### config.mk
export PLATFORM = sky130hd
export DESIGN_NAME = universal_mod_counter
export DESIGN_NICKNAME = d
export VERILOG_FILES = /design/src/rtl/universal_mod_counter_pkg.sv /design/src/rtl/univ_cnt_prescaler.sv /design/src/rtl/universal_mod_counter.sv
export SDC_FILE = /design/constraint.sdc
export NUM_CORES = 1
export LEC_CHECK = 0
export ABC_AREA = 1
export BUFFER_PORTS_ARGS = -buffer_cell sky130_fd_sc_hd__buf_2
export CORE_UTILIZATION = 40
export DETAILED_ROUTE_END_ITERATION = 7
export PLACE_DENSITY = 0.67
export SETUP_SLACK_MARGIN = 0.2
export SLEW_MARGIN = 0
export SYNTH_ARGS = -nofsm -noshare
export SYNTH_HDL_FRONTEND = slang
export SYNTH_SLANG_ARGS = --single-unit
### constraint.sdc
create_clock -name clk -period 12.55 [get_ports clk]
set_input_delay 2.51 -clock clk [delete_from_list [all_inputs] [get_ports clk]]
set_output_delay 2.51 -clock clk [all_outputs]
set_load 0.1 [all_outputs]
### src/rtl/universal_mod_counter_pkg.sv
// Shared encodings for the universal modulo counter: count direction and bound mode.
package universal_mod_counter_pkg;

  typedef enum logic {
    DirDn = 1'b0,
    DirUp = 1'b1
  } dir_e;

  typedef enum logic {
    ModeWrap = 1'b0,
    ModeSat  = 1'b1
  } mode_e;

endpackage

### src/rtl/univ_cnt_prescaler.sv
// Enable prescaler for universal_mod_counter. Built only with UNIV_CNT_PRESCALE_EN defined.
// tick is high on every (div+1)-th enabled cycle; the phase holds while en is low.
`ifdef UNIV_CNT_PRESCALE_EN
module univ_cnt_prescaler #(
  parameter int unsigned PRESC_W = 8
) (
  input  logic               clk,
  input  logic               reset,
  input  logic               clr,
  input  logic               en,
  input  logic [PRESC_W-1:0] div,
  output logic               tick
);

  logic [PRESC_W-1:0] cnt_q, cnt_d;

  // >= rather than == so a smaller div written mid-phase never strands the counter.
  assign tick = en & (cnt_q >= div);

  // Next phase: clear on request, advance while enabled, hold otherwise.
  always_comb begin
    cnt_d = cnt_q;
    if (clr) begin
      cnt_d = '0;
    end else if (en) begin
      cnt_d = tick ? '0 : cnt_q + 1'b1;
    end
  end

  // Phase register with synchronous active-low reset.
  always_ff @(posedge clk) begin
    if (!reset) begin
      cnt_q <= '0;
    end else begin
      cnt_q <= cnt_d;
    end
  end

endmodule
`endif

### src/rtl/universal_mod_counter.sv
// Universal modulo counter: programmable limit, step and wrap/saturate mode, with registered
// wrap pulse and sticky saturate flag. Optional enable prescaler under UNIV_CNT_PRESCALE_EN.
module universal_mod_counter
  import universal_mod_counter_pkg::*;
#(
  parameter int unsigned  N         = 8,
  parameter logic [N-1:0] LIMIT_RST = {N{1'b1}},
  parameter int unsigned  PRESC_W   = 8
) (
  input  logic               clk,
  input  logic               reset,
  input  logic               cfg_we,
  input  logic [N-1:0]       limit_in,
  input  logic               sat_mode,
  input  logic               syn_clr,
  input  logic               load,
  input  logic [N-1:0]       d,
  input  logic               en,
  input  logic               up,
  input  logic [N-1:0]       step,
`ifdef UNIV_CNT_PRESCALE_EN
  input  logic [PRESC_W-1:0] presc_div,
`endif
  output logic [N-1:0]       q,
  output logic               max_tick,
  output logic               min_tick,
  output logic               wrap,
  output logic               sat
);

  if (N < 2) begin : g_n_chk
    $error("universal_mod_counter: N must be at least 2");
  end
  if (PRESC_W < 1) begin : g_presc_chk
    $error("universal_mod_counter: PRESC_W must be at least 1");
  end

  localparam logic [N:0] One = (N+1)'(1);

  logic [N-1:0] cnt_q, cnt_d;
  logic [N-1:0] limit_q, limit_d;
  mode_e        mode_q, mode_d;
  logic         wrap_q, wrap_d;
  logic         sat_q, sat_d;
  logic         tick;

`ifdef UNIV_CNT_PRESCALE_EN
  univ_cnt_prescaler #(
    .PRESC_W(PRESC_W)
  ) u_prescaler (
    .clk  (clk),
    .reset(reset),
    .clr  (syn_clr | load),
    .en   (en),
    .div  (presc_div),
    .tick (tick)
  );
`else
  assign tick = 1'b1;
`endif

  logic [N-1:0] limit_eff, step_eff;
  logic [N:0]   q_w, lim_w, step_w, sum_w;

  // Next-state: config registers, count arithmetic (N+1 bits, no overflow) and event flags.
  always_comb begin
    limit_eff = cfg_we ? limit_in : limit_q;
    mode_d    = cfg_we ? mode_e'(sat_mode) : mode_q;
    limit_d   = limit_eff;
    step_eff  = (step > limit_eff) ? limit_eff : step;
    q_w       = {1'b0, cnt_q};
    lim_w     = {1'b0, limit_eff};
    step_w    = {1'b0, step_eff};
    sum_w     = q_w + step_w;
    cnt_d     = cnt_q;
    wrap_d    = 1'b0;
    sat_d     = sat_q;

    if (syn_clr) begin
      cnt_d = '0;
      sat_d = 1'b0;
    end else if (load) begin
      cnt_d = (d > limit_eff) ? limit_eff : d;
    end else if (cfg_we && (cnt_q > limit_in)) begin
      cnt_d = limit_in;
    end else if (en && tick && (step != '0)) begin
      if (limit_eff == '0) begin
        // Modulus 1: every enabled count is a bound event, q stays 0.
        cnt_d = '0;
        if (mode_d == ModeSat) sat_d = 1'b1;
        else                   wrap_d = 1'b1;
      end else if (dir_e'(up) == DirUp) begin
        if (sum_w <= lim_w) begin
          cnt_d = sum_w[N-1:0];
        end else if (mode_d == ModeSat) begin
          cnt_d = limit_eff;
          sat_d = 1'b1;
        end else begin
          cnt_d  = N'(sum_w - (lim_w + One));
          wrap_d = 1'b1;
        end
      end else begin
        if (q_w >= step_w) begin
          cnt_d = N'(q_w - step_w);
        end else if (mode_d == ModeSat) begin
          cnt_d = '0;
          sat_d = 1'b1;
        end else begin
          cnt_d  = N'(q_w + lim_w + One - step_w);
          wrap_d = 1'b1;
        end
      end
    end
  end

  // State registers with synchronous active-low reset.
  always_ff @(posedge clk) begin
    if (!reset) begin
      cnt_q   <= '0;
      limit_q <= LIMIT_RST;
      mode_q  <= ModeWrap;
      wrap_q  <= 1'b0;
      sat_q   <= 1'b0;
    end else begin
      cnt_q   <= cnt_d;
      limit_q <= limit_d;
      mode_q  <= mode_d;
      wrap_q  <= wrap_d;
      sat_q   <= sat_d;
    end
  end

  assign q        = cnt_q;
  assign max_tick = (cnt_q == limit_q);
  assign min_tick = (cnt_q == '0);
  assign wrap     = wrap_q;
  assign sat      = sat_q;

endmodule

==> After elaboration in Yosys (flattened, before gate mapping) <==
Index checks and enable logic that the tools add are counted.
Widths: inputs -> output; s select.
{ "totals": {"ff_bits": 19, "input_bits": 32, "output_inout_bits": 12} }
{ "classes": {"addsub": 7, "n_lt_le_gt_ge": 5, "eq_ne": 3, "muxes": 23, "bitwise": 4, "n_reduce_logical": 9} }
{ "op_table": {"columns": ["cell", "n"], "rows": [
  ["$mux 8", 12],
  ["$gt 8x8->1", 3],
  ["$sub 8x8->8", 3],
  ["$add 8x1->8 const B", 2],
  ["$logic_not 8->1", 2],
  ["$mux 1", 11],
  ["$add 8x8->9", 1],
  ["$le 9x8->1", 1],
  ["$add 8x8->8", 1],
  ["$eq 8x8->1", 1],
  ["$ge 8x8->1", 1],
  ["$reduce_bool 8->1", 1],
  ["$ne 3x3->1 const B", 2],
  ["$reduce_and 5->1", 1],
  ["$reduce_or 5->1", 1],
  ["$not 1->1", 4],
  ["$reduce_bool 3->1", 1],
  ["$logic_and 1x1->1", 2],
  ["$reduce_or 2->1", 1]
]} }

==> Depth between registers and ports, before layout <==
Gate-level depths: netlist of the first run.
{ "logic_depth": {"depth_word": 12, "ltp_mapped": 37, "ltp_nobuf": 35} }

==> Least setup slack after synthesis of the first run <==
No wires, ideal clock.
{ "synth_timing": {"path_kind": "in2reg", "start": "input cfg_we", "end": "register cnt_q[7] (netlist: q[7])", "arrival_ns": 6.617, "t_required_ns": 12.426, "setup_slack_ns": 5.809, "cell_stages": 34, "path_buffers": 3, "cell_sequence": "buf_6 nand2_1 and2_1 buf_6 ha_1 nand2_1 o21ai_0 nand2_1 o211ai_1 o21ai_1 clkbuf_1 o21ai_0 ha_1 inv_1 fa_1 o21ai_1 xor2_1 inv_1 ha_1 nand2_1 nor2_1 nand2_1 nand3_1 nand2_1 nand2_1 nand2_1 nand2_1 nand2_2 nand2_2 nand2_1 nand3_1 nand2_1 nand2_1 a21oi_2"} }
{ "synth_between": {"elab_chain_cells": 12} }
{ "synth_lines": {"columns": ["element", "line_no", "rtl"], "rows": [
  ["start: declaration", "universal_mod_counter.sv:12", "input logic cfg_we,"],
  ["$mux 8", "universal_mod_counter.sv:67", "limit_eff = cfg_we ? limit_in : limit_q;"],
  ["$gt 8x8->1", "universal_mod_counter.sv:70", "step_eff = (step > limit_eff) ? limit_eff : step;"],
  ["$mux 8", "universal_mod_counter.sv:70", null],
  ["$add 8x8->9", "universal_mod_counter.sv:74", "sum_w = q_w + step_w;"],
  ["$sub 8x8->8", "universal_mod_counter.sv:99", "cnt_d = N'(sum_w - (lim_w + One));"],
  ["$mux 8", "universal_mod_counter.sv:95", "end else if (mode_d == ModeSat) begin"],
  ["$mux 8", "universal_mod_counter.sv:93", "if (sum_w <= lim_w) begin"],
  ["$mux 8", "universal_mod_counter.sv:92", "end else if (dir_e'(up) == DirUp) begin"],
  ["$mux 8", "universal_mod_counter.sv:87", "if (limit_eff == '0) begin"],
  ["$mux 8", "universal_mod_counter.sv:86", "end else if (en && tick && (step != '0)) begin"],
  ["$mux 8", "universal_mod_counter.sv:84", "end else if (cfg_we && (cnt_q > limit_in)) begin"],
  ["$mux 8", "universal_mod_counter.sv:82", "end else if (load) begin"],
  ["end signal: assignment", "universal_mod_counter.sv:125", "cnt_q <= cnt_d;"],
  ["end: declaration", "universal_mod_counter.sv:40", "logic [N-1:0] cnt_q, cnt_d;"]
]} }
Parallel ways exist; a longest one is shown, timed or not. The select of a mux whose other input is x is not followed.
A chain may end at the register's enable or synchronous reset.

==> Final worst setup path of the first run <==
Same ends and word-level chain as after synthesis.

==> results of run 1 <==
-- placed cells by master, fill, tap and decap left out, drive strengths merged --
| cell | synthesis | final |
|---|---|---|
| a21o | 2 | 2 |
| a21oi | 44 | 44 |
| a31oi | 1 | 1 |
| and2 | 4 | 4 |
| buf | 8 | 43 |
| clkbuf | 6 | 3 |
| clkinv | 1 | 1 |
| clkinvlp | 0 | 1 |
| dfxtp | 19 | 19 |
| fa | 10 | 10 |
| ha | 57 | 57 |
| inv | 100 | 100 |
| nand2 | 177 | 177 |
| nand3 | 44 | 44 |
| nand3b | 2 | 2 |
| nand4 | 12 | 12 |
| nor2 | 43 | 43 |
| nor3 | 3 | 3 |
| nor4 | 3 | 3 |
| o211ai | 4 | 4 |
| o21a | 2 | 2 |
| o21ai | 52 | 52 |
| o21bai | 3 | 3 |
| o22ai | 1 | 1 |
| o31ai | 1 | 1 |
| or4 | 1 | 1 |
| xnor2 | 15 | 15 |
| xor2 | 9 | 9 |
-- layout make-up --
| type | count | area [µm²] | share of cell area (%) |
|---|---|---|---|
| clock inverter | 1 | 7.51 | 0.179 |
| clock buffer | 3 | 41.3 | 0.986 |
| sequential | 19 | 380 | 9.08 |
| inverter | 101 | 387 | 9.23 |
| timing repair buffer | 43 | 215 | 5.14 |
| multi-input combinational | 490 | 3000 | 71.5 |
| tap | 129 | 161 | 3.85 |
-- registers in the layout, indices dropped and copies added, names as in the netlist --
| name | flops |
|---|---|
| q | 8 |
| wrap | 1 |
| sat | 1 |
| mode_q | 1 |
| limit_q | 8 |
-- worst max-delay path, delay by kind of cell --
family          cells  cell delay, ns
simple gates       19            1.78
compound gates      5            1.45
fa+ha+maj           3            1.20
buf+inv             5            0.81
xor+xnor            1            0.24
-- through the flow --
step	utilization, %	worst slack (ns)	power, mW
floorplan	-	5.81	0.412
global placement	44.6	4.68	0.511
detailed placement	44.6	4.59	0.515
CTS	45.1	4.86	0.563
global route	45.1	4.22	0.627
finish	45.1	4.72	0.569
-- layer usage --
metal / track usage, % / part of all wire, %
met5: 0 / 0
met4: 9.03 / 3.5
met3: 3.20 / 6.0
met2: 41.4 / 44
met1: 34.6 / 46
-- final timing paths --
kind,endpoint,slack (ns),cells after the start
setup reg to reg,q[7],6.96,31
hold reg to reg,sat,0.46,2
hold / removal,sat,0.46,2
setup / recovery,q[7],4.72,33
-- cell families (layout without fill, tap and decap cells) --
family                   Yosys count  count (layout)  synth area share, %
AO/OA/AOI/OAI                    110             110                 15.2
buffers and inverters            115             148                 12.5
adder cells (fa/ha/maj)           67              67                 23.7
flip-flops                        19              19                 9.86
XOR/XNOR                          24              24                 5.45
AND/OR/NAND/NOR                  289             289                 33.3
-- cells in the mapped netlist (6+ instances only) --
cell type / instances / share of area [%]
o21ai_0: 46 / 6.0
inv_2: 10 / 0.97
nor2_1: 37 / 3.6
ha_1: 57 / 18
xor2_1: 9 / 2.0
fa_1: 10 / 5.2
nand2_1: 171 / 17
a21oi_1: 43 / 5.6
nand3_1: 41 / 5.3
nand4_1: 12 / 1.9
o21ai_1: 6 / 0.78
dfxtp_1: 19 / 9.9
inv_1: 89 / 8.7
xnor2_1: 15 / 3.4
-- power breakdown --
part	internal (mW)	switching, mW
sequential	0.0649	0.0109
combinational	0.152	0.295
clock	0.0225	0.0237
==> qor.csv, run 1 <==
metric,value,unit
status,"finished, final reports clean",
CP Data Required Time,12.71,ns
CTS Buf Count,3,
CTS H-tree lvls,1,
Area growth syn-to-layout,8.60,%
max_cap viols,0,
Die Height,100,µm
RSZ-0062 raised after global routing,false,
first-pass GRT wire length,19600,µm
Core Footprint,9280,µm²
routed wire length,12400,µm
fin nets,757,
Setup Viol. Count Final,0,
Hold WC Path Type,flop to flop,
asr flop ratio synth,0,%
Hold Startpoint,sat,
synthesized instance count,624,
critical path class,input pin to flop,
ratio of cells with drive above 1 in the final layout,11.9,%
initial antenna violation count,0,
placed instance area,4140,µm²
CP Data Arrival Time,7.99,ns
power per cell area,136,nW/µm²
pin count of the biggest net entering global routing,19,
"Top FF cell, synth",dfxtp_1,
All-Layer GR Usage,25.5,%
clk buf depth,2,
hold_ws,0.459,ns
"Remaining Overflow, GRT",0,
Pleak,2.32,nW
vias post-DR,4149,
"antenna viol nets, final",0,
Worst-Skew Late Latency,0.27,ns
# IOs,44,
worst-case clock skew,0.00498,ns
Slew HR,39.7,%
Post-Syn Area,3860,µm²
Setup crit start,cfg_we,
worst slew pin tran,0.895,ns
Placed Cells,782,
die area,10000,µm²
CTS sink count,19,
setup TNS,0,ns
final instance area,4190,µm²
Critical Path Fanout Max,16,
DPL Wire Length,10200,µm
Core Rows,35,
cts hold-fix bufs,0,
Syn Nets,723,
max incr delay on CP,0.81,ns
Port Buf Inserts,43,
CP endpoint kind,flop,
Ys Warns,0,
Crit path top cell by count,nand2_1,
Ant. Diodes,0,
"Reg clk slew, reported paths",0.08,ns
Tcrit/Tclk final,62.4,%
minimum clock period,7.83,ns
RD Place Congestion,0.953,
first drt pass iteration count,5,
Slew Limit Fails,0,
VDD IR max,0.0000434,V
Setup Buffers After CTS,0,
Hold Fails Final Rpt,0,
flop and latch count out of synthesis,19,
number of synthesized flops with an enable pin,0,
vias per cell,5.28,
Resized cells post-CTS,0,
slowest CP cell,o21ai_0,
Mean Syn Cell Area,6.18,µm²
vias in the first global route,3847,
Fmax,128,MHz
sequential element share of the synthesized area,9.86,%
Cell variety after synth,42,
initial drt markers,333,
WL per Instance,15.7,µm
CP startpoint kind,input pin,
TritonCTS clock tree,done,
Initial Util,41.5,%
non-filler cells in the finished layout,786,
die width,100,µm
DR DRC count,0,
FF-to-FF Start,limit_q[7],
fillcell total,1044,
root cell of the clock tree,clkbuf_8,
No activity file was read; power rests on OpenSTA's default activity.
==> run 2, diff against run 1 <==
==> constraint.sdc (replaced) <==
create_clock -name clk -period 7.3 [get_ports clk]
set_input_delay 1.46 -clock clk [delete_from_list [all_inputs] [get_ports clk]]
set_output_delay 1.46 -clock clk [all_outputs]
set_load 0.1 [all_outputs]
==> qor.csv, run 2 (synthesized netlist as in run 1, its figures left out) <==
metric,value,unit
setup TNS,0,ns
power per cell area,231,nW/µm²
Initial Util,41.5,%
met2 routed WL,5470,µm
worst slew pin tran,0.755,ns
CP endpoint kind,flop,
vias in the first global route,3799,
Port Buf Inserts,43,
Hold Startpoint,sat,
utilization after layout,45.4,%
CTS H-tree lvls,1,
CTS sink count,19,
Area growth syn-to-layout,9.28,%
Pleak,2.34,nW
first drt pass iteration count,5,
Hold Fails Final Rpt,0,
max_cap viols,0,
hold endpoint,sat,
max incr delay on CP,0.65,ns
Crit path top cell by count,nand2_1,
slowest CP cell,o21ai_0,
Place WS,0.403,ns
fillcell total,1021,
root cell of the clock tree,clkbuf_8,
Tot Pwr,975,µW
vias per cell,5.26,
hold_ws,0.456,ns
"Remaining Overflow, GRT",0,
minimum clock period,6.53,ns
All-Layer GR Usage,25.4,%
"Reg clk slew, reported paths",0.08,ns
Hold WC Path Type,flop to flop,
pin count of the biggest net entering global routing,19,
cts hold-fix bufs,0,
die width,100,µm
initial drt markers,259,
worst reg2reg path depth,31,
Slew Limit Fails,0,
flop-to-flop setup slack,1.93,ns
RD Place Congestion,0.947,
"antenna viol nets, final",0,
status,"finished, final reports clean",
Setup Viol. Count Final,0,
CP startpoint kind,input pin,
# IOs,44,
worst-case clock skew,0.00320,ns
vias post-DR,4149,
setup ws final,0.769,ns
FF-to-FF Start,limit_q[7],
routed wire length,12400,µm
CP Data Arrival Time,6.74,ns
TritonCTS clock tree,done,
Die Height,100,µm
Fmax,153,MHz
critical path class,input pin to flop,
Core Footprint,9280,µm²
fin nets,760,
Setup Buffers After CTS,0,
WL per Instance,15.7,µm
ratio of cells with drive above 1 in the final layout,12.4,%
VDD IR max,0.0000746,V
clk buf depth,2,
initial antenna violation count,0,
worst hold path cell count,2,
Tcrit/Tclk final,89.5,%
first-pass GRT wire length,19700,µm
CTS Buf Count,3,
Worst-Skew Late Latency,0.27,ns
RSZ-0062 raised after global routing,false,
max layer used,met4,
most frequent cells in the layout,"nand2_1, inv_1, ha_1, o21ai_0",
Slew HR,49.1,%
Core Rows,35,
die area,10000,µm²
R2R Path End,q[7],
Ant. Diodes,0,
DPL Wire Length,10400,µm
Resized cells post-CTS,0,
DR DRC count,0,
"commonest non-fill, non-tap cell in the layout",nand2_1,
metal3 WL,782,µm
WL met1,5730,µm
CP Data Required Time,7.51,ns
Critical Path Fanout Max,16,
==> run 2: changes by cell type in the layout (fill, tap and decap cells not counted) <==
cell | before | now
buf_4 | 0 | 3
o21ai_2 | 0 | 1
o21ai_0 | 46 | 45
==> run 2: layout make-up <==
| class | count | area [µm²] | share of cell area [%] |
|---|---|---|---|
| clock inverters | 1 | 7.51 | 0.178 |
| inverters | 101 | 387 | 9.17 |
| flip-flops and latches | 19 | 380 | 9.02 |
| well taps | 129 | 161 | 3.83 |
| multi-input cells | 490 | 3000 | 71.2 |
| repair buffers | 46 | 238 | 5.64 |
| clock buffers | 3 | 41.3 | 0.980 |
==> run 2: how the worst max path moves through the flow <==
stage	from	end	slack [ns]
floorplan	cfg_we	q[7]	1.61
global placement	cfg_we	q[3]	0.43
detailed placement	cfg_we	q[3]	0.40
CTS	cfg_we	q[3]	0.68
global route	cfg_we	q[7]	0.30
finish	cfg_we	q[7]	0.77
==> run 2: per-layer routing <==
layer | vias to the layer above | global-route usage [%]
li1 | 2090 | -
met1 | 1881 | 35.4
met2 | 147 | 39.9
met3 | 31 | 3.48
met4 | 0 | 9.36
met5 | - | 0
==> run 2: worst max-delay path: cells and delay by family <==
| kind | cells | cell delay [ns] |
|---|---|---|
| adder cells (fa/ha/maj) | 3 | 1.15 |
| buffers and inverters | 6 | 0.85 |
| AO/OA/AOI/OAI | 5 | 1.28 |
| AND/OR/NAND/NOR | 18 | 1.75 |
| XOR/XNOR | 1 | 0.22 |
==> run 2: stage by stage <==
stage | cells | cell area [µm²]
CTS | 789 | 4210
floorplan | 624 | 3860
global route | 789 | 4220
finish | 789 | 4220
detailed placement | 785 | 4160
global placement | 785 | 4160
==> run 2: power breakdown <==
group | switching (mW) | leakage [nW] | internal, mW | total [mW]
registers | 0.0184 | 0.157 | 0.112 | 0.130
clock network | 0.0413 | 0.0217 | 0.0387 | 0.0800
logic | 0.503 | 2.16 | 0.262 | 0.765
total | 0.563 | 2.34 | 0.412 | 0.975
==> run 3, diff against run 2 <==
--- a/config.mk
+++ b/config.mk
@@ -7,9 +7,9 @@
 export LEC_CHECK = 0
 export ABC_AREA = 1
 export BUFFER_PORTS_ARGS = -buffer_cell sky130_fd_sc_hd__buf_2
-export CORE_UTILIZATION = 40
+export CORE_UTILIZATION = 25
 export DETAILED_ROUTE_END_ITERATION = 7
-export PLACE_DENSITY = 0.67
+export PLACE_DENSITY = 0.52
 export SETUP_SLACK_MARGIN = 0.2
 export SLEW_MARGIN = 0
 export SYNTH_ARGS = -nofsm -noshare
==> qor.csv, run 3 (synthesized netlist as in run 1, its figures left out) <==
metric,value,unit
status,"finished, final reports clean",
die area,15900,µm²
CP Data Required Time,7.48,ns
flop-to-flop setup slack,2.07,ns
VDD IR max,0.0000866,V
Ant. Diodes,0,
worst-case clock skew,0.00337,ns
routed wire length,13000,µm
slowest CP cell,o21ai_0,
WL per Instance,15.3,µm
Place WS,0.392,ns
Hold Fails Final Rpt,0,
initial drt markers,314,
utilization after layout,28.5,%
RD Place Congestion,0.869,
die width,126,µm
CP startpoint kind,input pin,
max incr delay on CP,0.53,ns
CTS sink count,19,
most frequent cells in the layout,"nand2_1, inv_1, ha_1, o21ai_0",
Fmax,156,MHz
Slew HR,60.4,%
DR DRC count,0,
"commonest non-fill, non-tap cell in the layout",nand2_1,
non-filler cells in the finished layout,848,
Setup crit end,q[1],
FF-to-FF Start,limit_q[1],
Core Rows,45,
RSZ-0062 raised after global routing,false,
setup ws final,0.877,ns
DPL Wire Length,10800,µm
"Reg clk slew, reported paths",0.06,ns
vias per cell,4.79,
Placed Cells,844,
Pleak,2.35,nW
Hold WC Path Type,flop to flop,
Core Footprint,15100,µm²
Port Buf Inserts,43,
Setup crit start,cfg_we,
initial antenna violation count,0,
# IOs,44,
worst reg2reg path depth,32,
Setup Buffers After CTS,0,
clk buf depth,2,
pin count of the biggest net entering global routing,19,
Crit path top cell by count,nand2_1,
Tcrit/Tclk final,88.0,%
root cell of the clock tree,clkbuf_16,
hold_ws,0.461,ns
Worst-Skew Late Latency,0.25,ns
All-Layer GR Usage,16.6,%
CTS H-tree lvls,1,
Die Height,126,µm
Critical Path Fanout Max,16,
ratio of cells with drive above 1 in the final layout,12.4,%
Initial Util,25.5,%
power per cell area,236,nW/µm²
"antenna viol nets, final",0,
first drt pass iteration count,5,
CTS Buf Count,3,
worst slew pin tran,0.587,ns
minimum clock period,6.42,ns
CP endpoint kind,flop,
vias post-DR,4062,
R2R Path End,q[1],
"Remaining Overflow, GRT",0,
first-pass GRT wire length,20700,µm
CP Data Arrival Time,6.61,ns
Tot Pwr,1.02,mW
TritonCTS clock tree,done,
Area growth syn-to-layout,12.1,%
placed instance area,4240,µm²
max_cap viols,0,
vias in the first global route,3867,
setup TNS,0,ns
fin nets,760,
Slew Limit Fails,0,
Setup Viol. Count Final,0,
critical path class,input pin to flop,
final instance area,4320,µm²
==> run 3: critical path: cells and delay by family <==
kind	cells	cell delay, ns
adders and majority gates	4	1.38
and+or+nand+nor	18	1.61
AOI/OAI and AO/OA	5	1.14
xor gates and xnor gates	1	0.31
buffers and inverters	6	0.71
==> run 3: metal layers <==
metal  track usage, %  wire (µm)  share of wire [%]  vias up
met5                0          0                  0        -
met4             2.91        202                1.6        0
met1             23.4       6240                 48     1835
met2             27.9       5890                 45      124
met3             1.44        680                5.2       14
li1                 -          -                  -     2089
==> run 3: area by class of cell <==
| type | instances | area [µm²] |
|---|---|---|
| clock buffer | 3 | 75.1 |
| clock inverter | 1 | 7.51 |
| fill | 1710 | 10800 |
| inverter | 101 | 387 |
| multi-input combinational | 490 | 3000 |
| sequential | 19 | 380 |
| tap | 188 | 235 |
| timing repair buffer | 46 | 238 |
==> run 3: worst min path at each step <==
stage / start / endpoint / cells past startpoint
floorplan: limit_q[3] / limit_q[3] / 3
global placement: sat / sat / 2
detailed placement: sat / sat / 2
CTS: sat / sat / 2
global route: sat / sat / 2
finish: sat / sat / 2
==> run 3: repair_timing <==
| item | in CTS | in global routing |
|---|---|---|
| hold buffers | 0 | 0 |
| endpoints found under the setup margin | 0 | 8 |
| gates resized for setup | 0 | 1 |
==> run 3: where the power goes <==
part | switching, mW | total (mW) | internal, mW
combinational | 0.512 | 0.774 | 0.263
clock | 0.0420 | 0.116 | 0.0741
sequential | 0.0187 | 0.130 | 0.112
total | 0.572 | 1.02 | 0.448
